[config.mk]
export PLATFORM = sky130hd
export DESIGN_NAME = rsa_decryptor
export DESIGN_NICKNAME = d
export VERILOG_FILES = /design/src/rtl/rsa_pkg.sv /design/src/rtl/rsa_modmul.sv /design/src/rtl/rsa_decryptor.sv
export SDC_FILE = /design/constraint.sdc
export NUM_CORES = 1
export LEC_CHECK = 0
export ABC_AREA = 0
export CAP_MARGIN = 25
export CORE_MARGIN = 2
export CORE_UTILIZATION = 30
export DETAILED_ROUTE_END_ITERATION = 10
export SLEW_MARGIN = 20
export SYNTH_ARGS = -nofsm -noshare
export SYNTH_HDL_FRONTEND = slang
export SYNTH_HIERARCHICAL = 1
export SYNTH_SLANG_ARGS = --single-unit
[constraint.sdc]
create_clock -name clk -period 5.1 [get_ports clk]
set_input_delay 1.02 -clock clk [delete_from_list [all_inputs] [get_ports clk]]
set_output_delay 1.02 -clock clk [all_outputs]
set_load 0.005 [all_outputs]
[src/rtl/rsa_pkg.sv]
// Purpose: shared RSA toy-key constants and decryptor state encoding.
// Latency: n/a (constants only).
// Backpressure: n/a.
package rsa_pkg;

  localparam int MOD_WIDTH  = 12;
  localparam int EXP_WIDTH  = 12;
  localparam int DATA_WIDTH = 16;

  // Toy key: N = 61 * 53, e = 17, d = 2753 (e*d = 1 mod lcm(60,52)).
  localparam logic [MOD_WIDTH-1:0] MODULUS  = 12'd3233;
  localparam logic [EXP_WIDTH-1:0] PRIV_EXP = 12'd2753;
  localparam logic [4:0]           PUB_EXP  = 5'd17;

  typedef enum logic [2:0] {
    ST_IDLE,
    ST_CHECK,
    ST_SQR,
    ST_MUL,
    ST_FINISH
  } dec_state_t;

endpackage

[src/rtl/rsa_modmul.sv]
// Purpose: bit-serial interleaved modular multiply, result = a*b mod MODULUS (a,b < MODULUS).
// Latency: start sampled on edge L, done high in the cycle after edge L+12, result taken on edge L+13 (14 cycles).
// Backpressure: none; a start while running restarts the operation, caller must wait for done.
module rsa_modmul
  import rsa_pkg::*;
(
  input  logic                 clk,
  input  logic                 rst_n,
  input  logic                 start,
  input  logic [MOD_WIDTH-1:0] a,
  input  logic [MOD_WIDTH-1:0] b,
  output logic                 done,
  output logic [MOD_WIDTH-1:0] result
);

  // Two guard bits: 2r + b < 3N always fits before folding.
  localparam int RW = MOD_WIDTH + 2;
  localparam logic [RW-1:0] N1 = {2'b00, MODULUS};
  localparam logic [RW-1:0] N2 = {1'b0, MODULUS, 1'b0};

  logic [MOD_WIDTH-1:0] r;
  logic [RW-1:0]        r_sum;
  logic [RW-1:0]        r_next;
  logic [MOD_WIDTH-1:0] a_sh;
  logic [MOD_WIDTH-1:0] b_reg;
  logic [3:0]           cnt;
  logic                 run;
  logic                 wb;
  logic                 unused_hi;

  // One step: double, add b when the current multiplier bit is set, fold back below N.
  always_comb begin
    r_sum  = ({2'b00, r} << 1) + (a_sh[MOD_WIDTH-1] ? {2'b00, b_reg} : '0);
    r_next = r_sum;
    if (r_sum >= N2) begin
      r_next = r_sum - N2;
    end else if (r_sum >= N1) begin
      r_next = r_sum - N1;
    end
  end

  // After folding r_next < N, so its guard bits are always zero.
  assign unused_hi = ^r_next[RW-1:MOD_WIDTH];

  // Load, MOD_WIDTH iterations, then one writeback cycle flagged by wb.
  always_ff @(posedge clk or negedge rst_n) begin
    if (!rst_n) begin
      r     <= '0;
      a_sh  <= '0;
      b_reg <= '0;
      cnt   <= '0;
      run   <= 1'b0;
      wb    <= 1'b0;
    end else if (start) begin
      r     <= '0;
      a_sh  <= a;
      b_reg <= b;
      cnt   <= 4'(MOD_WIDTH);
      run   <= 1'b1;
      wb    <= 1'b0;
    end else if (run) begin
      r    <= r_next[MOD_WIDTH-1:0];
      a_sh <= a_sh << 1;
      cnt  <= cnt - 4'd1;
      if (cnt == 4'd1) begin
        run <= 1'b0;
        wb  <= 1'b1;
      end
    end else begin
      wb <= 1'b0;
    end
  end

  assign done   = wb;
  assign result = r;

endmodule

[src/rtl/rsa_decryptor.sv]
// Purpose: RSA decrypt m = c^d mod N by left-to-right square-and-multiply over rsa_modmul.
// Latency: 240 cycles accept-to-done for valid c, 2 cycles for out-of-range c; fixed, data independent.
// Backpressure: start is only sampled in IDLE; starts while a run is active are dropped.
module rsa_decryptor
  import rsa_pkg::*;
(
  input  logic                  clk,
  input  logic                  rst_n,
  input  logic                  start,
  input  logic [DATA_WIDTH-1:0] cipher_in,
  output logic                  busy,
  output logic                  done,
  output logic [DATA_WIDTH-1:0] plain_out,
  output logic                  range_err
);

  localparam logic [DATA_WIDTH-1:0] MOD_EXT = {{(DATA_WIDTH-MOD_WIDTH){1'b0}}, MODULUS};

  dec_state_t           state;
  dec_state_t           state_nxt;
  logic [DATA_WIDTH-1:0] c_reg;
  logic [MOD_WIDTH-1:0] acc;
  logic [MOD_WIDTH-1:0] mm_b;
  logic [MOD_WIDTH-1:0] mm_result;
  logic [3:0]           bit_idx;
  logic                 mm_start;
  logic                 mm_done;
  logic                 c_oor;
  logic                 exp_bit;

  assign c_oor   = (c_reg >= MOD_EXT);
  assign exp_bit = PRIV_EXP[bit_idx];
  assign mm_b    = (state == ST_MUL) ? c_reg[MOD_WIDTH-1:0] : acc;

  rsa_modmul u_modmul (
    .clk    (clk),
    .rst_n  (rst_n),
    .start  (mm_start),
    .a      (acc),
    .b      (mm_b),
    .done   (mm_done),
    .result (mm_result)
  );

  // State register.
  always_ff @(posedge clk or negedge rst_n) begin
    if (!rst_n) begin
      state <= ST_IDLE;
    end else begin
      state <= state_nxt;
    end
  end

  // Next state: SQR/MUL advance only when the multiplier reports done.
  always_comb begin
    state_nxt = state;
    case (state)
      ST_IDLE:   if (start) state_nxt = ST_CHECK;
      ST_CHECK:  state_nxt = c_oor ? ST_FINISH : ST_SQR;
      ST_SQR: begin
        if (mm_done) begin
          if (exp_bit)              state_nxt = ST_MUL;
          else if (bit_idx == 4'd0) state_nxt = ST_FINISH;
          else                      state_nxt = ST_SQR;
        end
      end
      ST_MUL: begin
        if (mm_done) state_nxt = (bit_idx == 4'd0) ? ST_FINISH : ST_SQR;
      end
      ST_FINISH: state_nxt = ST_IDLE;
      default:   state_nxt = ST_IDLE;
    endcase
  end

  // Datapath and registered outputs; mm_start fires on every entry into SQR/MUL.
  always_ff @(posedge clk or negedge rst_n) begin
    if (!rst_n) begin
      c_reg     <= '0;
      acc       <= '0;
      bit_idx   <= '0;
      mm_start  <= 1'b0;
      busy      <= 1'b0;
      done      <= 1'b0;
      plain_out <= '0;
      range_err <= 1'b0;
    end else begin
      done     <= 1'b0;
      mm_start <= ((state_nxt == ST_SQR) || (state_nxt == ST_MUL)) &&
                  ((state == ST_CHECK) || mm_done);
      case (state)
        ST_IDLE: begin
          busy <= start;
          if (start) begin
            c_reg     <= cipher_in;
            range_err <= 1'b0;
          end
        end
        ST_CHECK: begin
          if (c_oor) begin
            plain_out <= '0;
            range_err <= 1'b1;
          end else begin
            acc     <= {{(MOD_WIDTH-1){1'b0}}, 1'b1};
            bit_idx <= 4'(EXP_WIDTH - 1);
          end
        end
        ST_SQR: begin
          if (mm_done) begin
            acc <= mm_result;
            if (!exp_bit && (bit_idx != 4'd0)) bit_idx <= bit_idx - 4'd1;
          end
        end
        ST_MUL: begin
          if (mm_done) begin
            acc <= mm_result;
            if (bit_idx != 4'd0) bit_idx <= bit_idx - 4'd1;
          end
        end
        ST_FINISH: begin
          done <= 1'b1;
          if (!range_err) plain_out <= {{(DATA_WIDTH-MOD_WIDTH){1'b0}}, acc};
        end
        default: ;
      endcase
    end
  end

endmodule
==> metrics.csv <==
stage,metric,value,unit
timing,FMAX,0.248,GHz
placed_design,I/O Buffers,33,
timing,Rel. slew slack,39.9,%
timing,setup ws final,1.06,ns
timing,Tmin final,4.04,ns
synth,Yosys warnings,6,
detailed_routing,wire per inst,16.7,µm
layout,ant diodes,0,
layout,most frequent cells in the layout,"dfrtp_1 (93), nand2_1 (67), mux2_2 (41), o21ai_0 (34), clkdlybuf4s50_1 (32)",
detailed_routing,metal2 WL,5.98,mm
clock_network,clk root buf,clkbuf_16,
synth,mux contribution to synthesized area,10.8,%
worst_setup_path,Setup CP Type,register to register,
detailed_routing,Via density,5.33,
power_and_ir_drop,Power Dens Cells,501,mW/mm²
global_routing,first-pass GRT wire length,22.7,mm
flow_run,number of max-cap violations,0,
floorplanning,Core Area,0.0178,mm²
clock_network,clock tree buffer depth,2,
synth,asr flop ratio synth,100,%
synth,Synth Area in XOR/XNOR,2.27,%
synth,"Top FF cell, synth",dfrtp_1,
worst_setup_path,CP arrival,4.26,ns
power_and_ir_drop,LEAKAGE,2.69,nW
timing,Clock Skews,0.00604,ns
global_routing,vias in the first global route,4374,
synth,"Seq/Total Area, Yosys",43.1,%
global_routing,largest net degree at the start of global routing,52,
global_routing,antenna violations before repair,0,
power_and_ir_drop,peak supply drop,0.000176,V
clock_network,htree depth,3,
power_and_ir_drop,"Power, Total",3.12,mW
placed_design,GP Congestion,0.926,
detailed_routing,Vias,4261,
global_routing,Total GRT Usage,14.5,%
synth,Post-synth EDFFs,0,
timing,Hold WS,0.505,ns
synth,Yosys cell types,73,
worst_setup_path,R2R cell count,12,
floorplanning,Starting Density,30.4,%
worst_setup_path,"Data required, critical path",5.32,ns
synth,largest family of logic cells by synthesized area,compound AO/OA/AOI/OAI gates,
worst_setup_path,worst-path cell chain,and2_1 -> ha_1 -> fa_1 -> xnor2_1 -> and2_1 -> o21ai_2 -> o2111ai_2 -> nand4_1 -> o211ai_1 -> nand2_1 -> a31o_2 -> a2111oi_1,
worst_setup_path,CP endpoint kind,register,
synth,Syn Inst Count,546,
min_path,Hold Path Class,register to register,
floorplanning,Die X-Extent,138,µm
clock_network,CTS sink cnt,93,
detailed_routing,routed wire length,13.4,mm
synth,Yosys reg bits,93,
clock_network,Post-CTS Resized,0,
detailed_routing,DRC viols,0,
timing,RSZ-0062 raised after global routing,no,
clock_network,CTS tree,yes,
detailed_routing,first drt pass iteration count,5,
floorplanning,DIE HEIGHT,138,µm
synth,"Cell Area, Synth",0.00540,mm²
detailed_routing,DRT iter0 DRCs,388,
clock_network,# Post-CTS Setup Buffers,0,
timing,"Setup violations, final",0,
detailed_routing,met3 WL,698,µm
worst_setup_path,Most common cell on crit path,and2_1,
global_routing,GRT overflow,0,
synth,Avg Inst Size Synth,9.89,µm²
layout,"most common cell after layout, fill and taps aside",dfrtp_1,
timing,Worst Max-Slew Pin Slew,0.893,ns
floorplanning,Rows,49,
clock_network,hold_buf cts,0,
synth,compound-gate portion of the synthesized area,20.2,%
detailed_routing,ANT nets after route,0,
detailed_routing,M1 WL,6.33,mm
layout,Largest register FFs,16,
worst_setup_path,Worst path slowest cell,xnor2_1,
timing,final setup TNS,0,ns
worst_setup_path,Critical Path Max Stage Delay,0.50,ns
clock_network,clock buffer count from CTS,9,
min_path,Hold Path Stages,1,
worst_setup_path,startpoint types,register,
placed_design,Post-DP HPWL,9.39,mm
synth,post-synthesis simple-gate area fraction,14.6,%
layout,Nets,605,
timing,Hold Fails Final Rpt,0,
layout,area grow syn2layout,15.3,%
layout,proportion of layout cells with a drive suffix above 1,14.4,%
clock_network,clock slew at reported path FFs,0.07,ns
placed_design,Post-Place Worst Slack,1.09,ns
floorplanning,die area,0.0191,mm²
status,outcome,"complete, no violations",
worst_setup_path,CP Max Fanout,14,
synth,adder-cell share of the synthesized area,4.77,%
clock_network,Clock Latency Late Sink,0.34,ns
timing,"Slew Viols, Final",0,
floorplanning,boundary pin count,38,
detailed_routing,top sig layer,met4,
timing,Final Cycle Share,79.1,%
==> critical path, delay by kind of cell (launching register included) <==
kind | cells | cell delay [ns]
DFF | 1 | 0.49
xor gates and xnor gates | 1 | 0.50
and+or+nand+nor | 4 | 0.91
adders and majority gates | 2 | 0.66
AOI/OAI and AO/OA | 5 | 1.35
==> final cells by class <==
type                            instances  area, µm²
Fill cell                            1772      11600
Clock buffer                           12        267
Clock inverter                          4       52.6
Tap cell                              229        287
Timing Repair Buffer                   37        362
Multi-Input combinational cell        405       2860
Inverter                               20       75.1
Sequential cell                        93       2330
==> Yosys cell counts, types with 6 or more instances <==
cell type,n,area share [%]
dfrtp_1,93,43
nand2_1,67,4.7
mux2_2,41,8.6
o21ai_0,34,3.2
nor2_1,26,1.8
a21oi_1,22,2.0
ha_1,19,4.4
inv_1,19,1.3
and2_1,14,1.6
clkbuf_1,14,0.97
mux2i_1,12,2.2
xnor2_1,10,1.6
a22o_1,9,1.5
nand2b_1,9,1.0
nand3_1,8,0.74
o211ai_1,8,1.1
nor3_1,7,0.65
o21ai_1,7,0.65
a31oi_1,6,0.70
buf_1,6,0.42
nor2b_1,6,0.70
==> logic make-up (layout without fill, tap and decap cells) <==
group | count (synthesis) | in the layout
compound gates | 152 | 152
mux | 53 | 53
xor+xnor | 14 | 14
fa+ha+maj | 20 | 20
buf+inv | 51 | 73
other cells | 1 | 4
simple gates | 162 | 162
flops | 93 | 93
==> path summary, 6_finish.rpt <==
check	from	endpoint	slack, ns
max	u_modmul/a_sh[11]	u_modmul/result[6]	1.06
min	c_reg[12]	c_reg[12]	0.50
max reg2reg	u_modmul/a_sh[11]	u_modmul/result[6]	1.06
min reg2reg	c_reg[12]	c_reg[12]	0.50
max in group asynchronous	rst_n	u_modmul/run	3.39
min in group asynchronous	rst_n	c_reg[13]	0.71
==> where the power goes <==
group	switching, mW	internal [mW]	leakage (nW)
clock network	0.292	0.422	0.159
registers	0.227	0.946	1.20
logic	0.718	0.510	1.34
==> metal layers <==
layer,vias up,GRT usage (%)
met1,2076,19.6
met4,0,6.50
li1,2017,-
met5,-,0
met2,142,22.7
met3,26,2.94
==> through the flow <==
stage / util, % / std cells / instance area, µm²
final: 35.0 / 800 / 6220
after global routing: 35.0 / 800 / 6220
after CTS: 34.9 / 799 / 6210
after detailed placement: 33.2 / 783 / 5890
after global placement: 33.2 / 783 / 5890
after floorplan: - / 549 / 5410
Power figures use the tool's default switching activity.
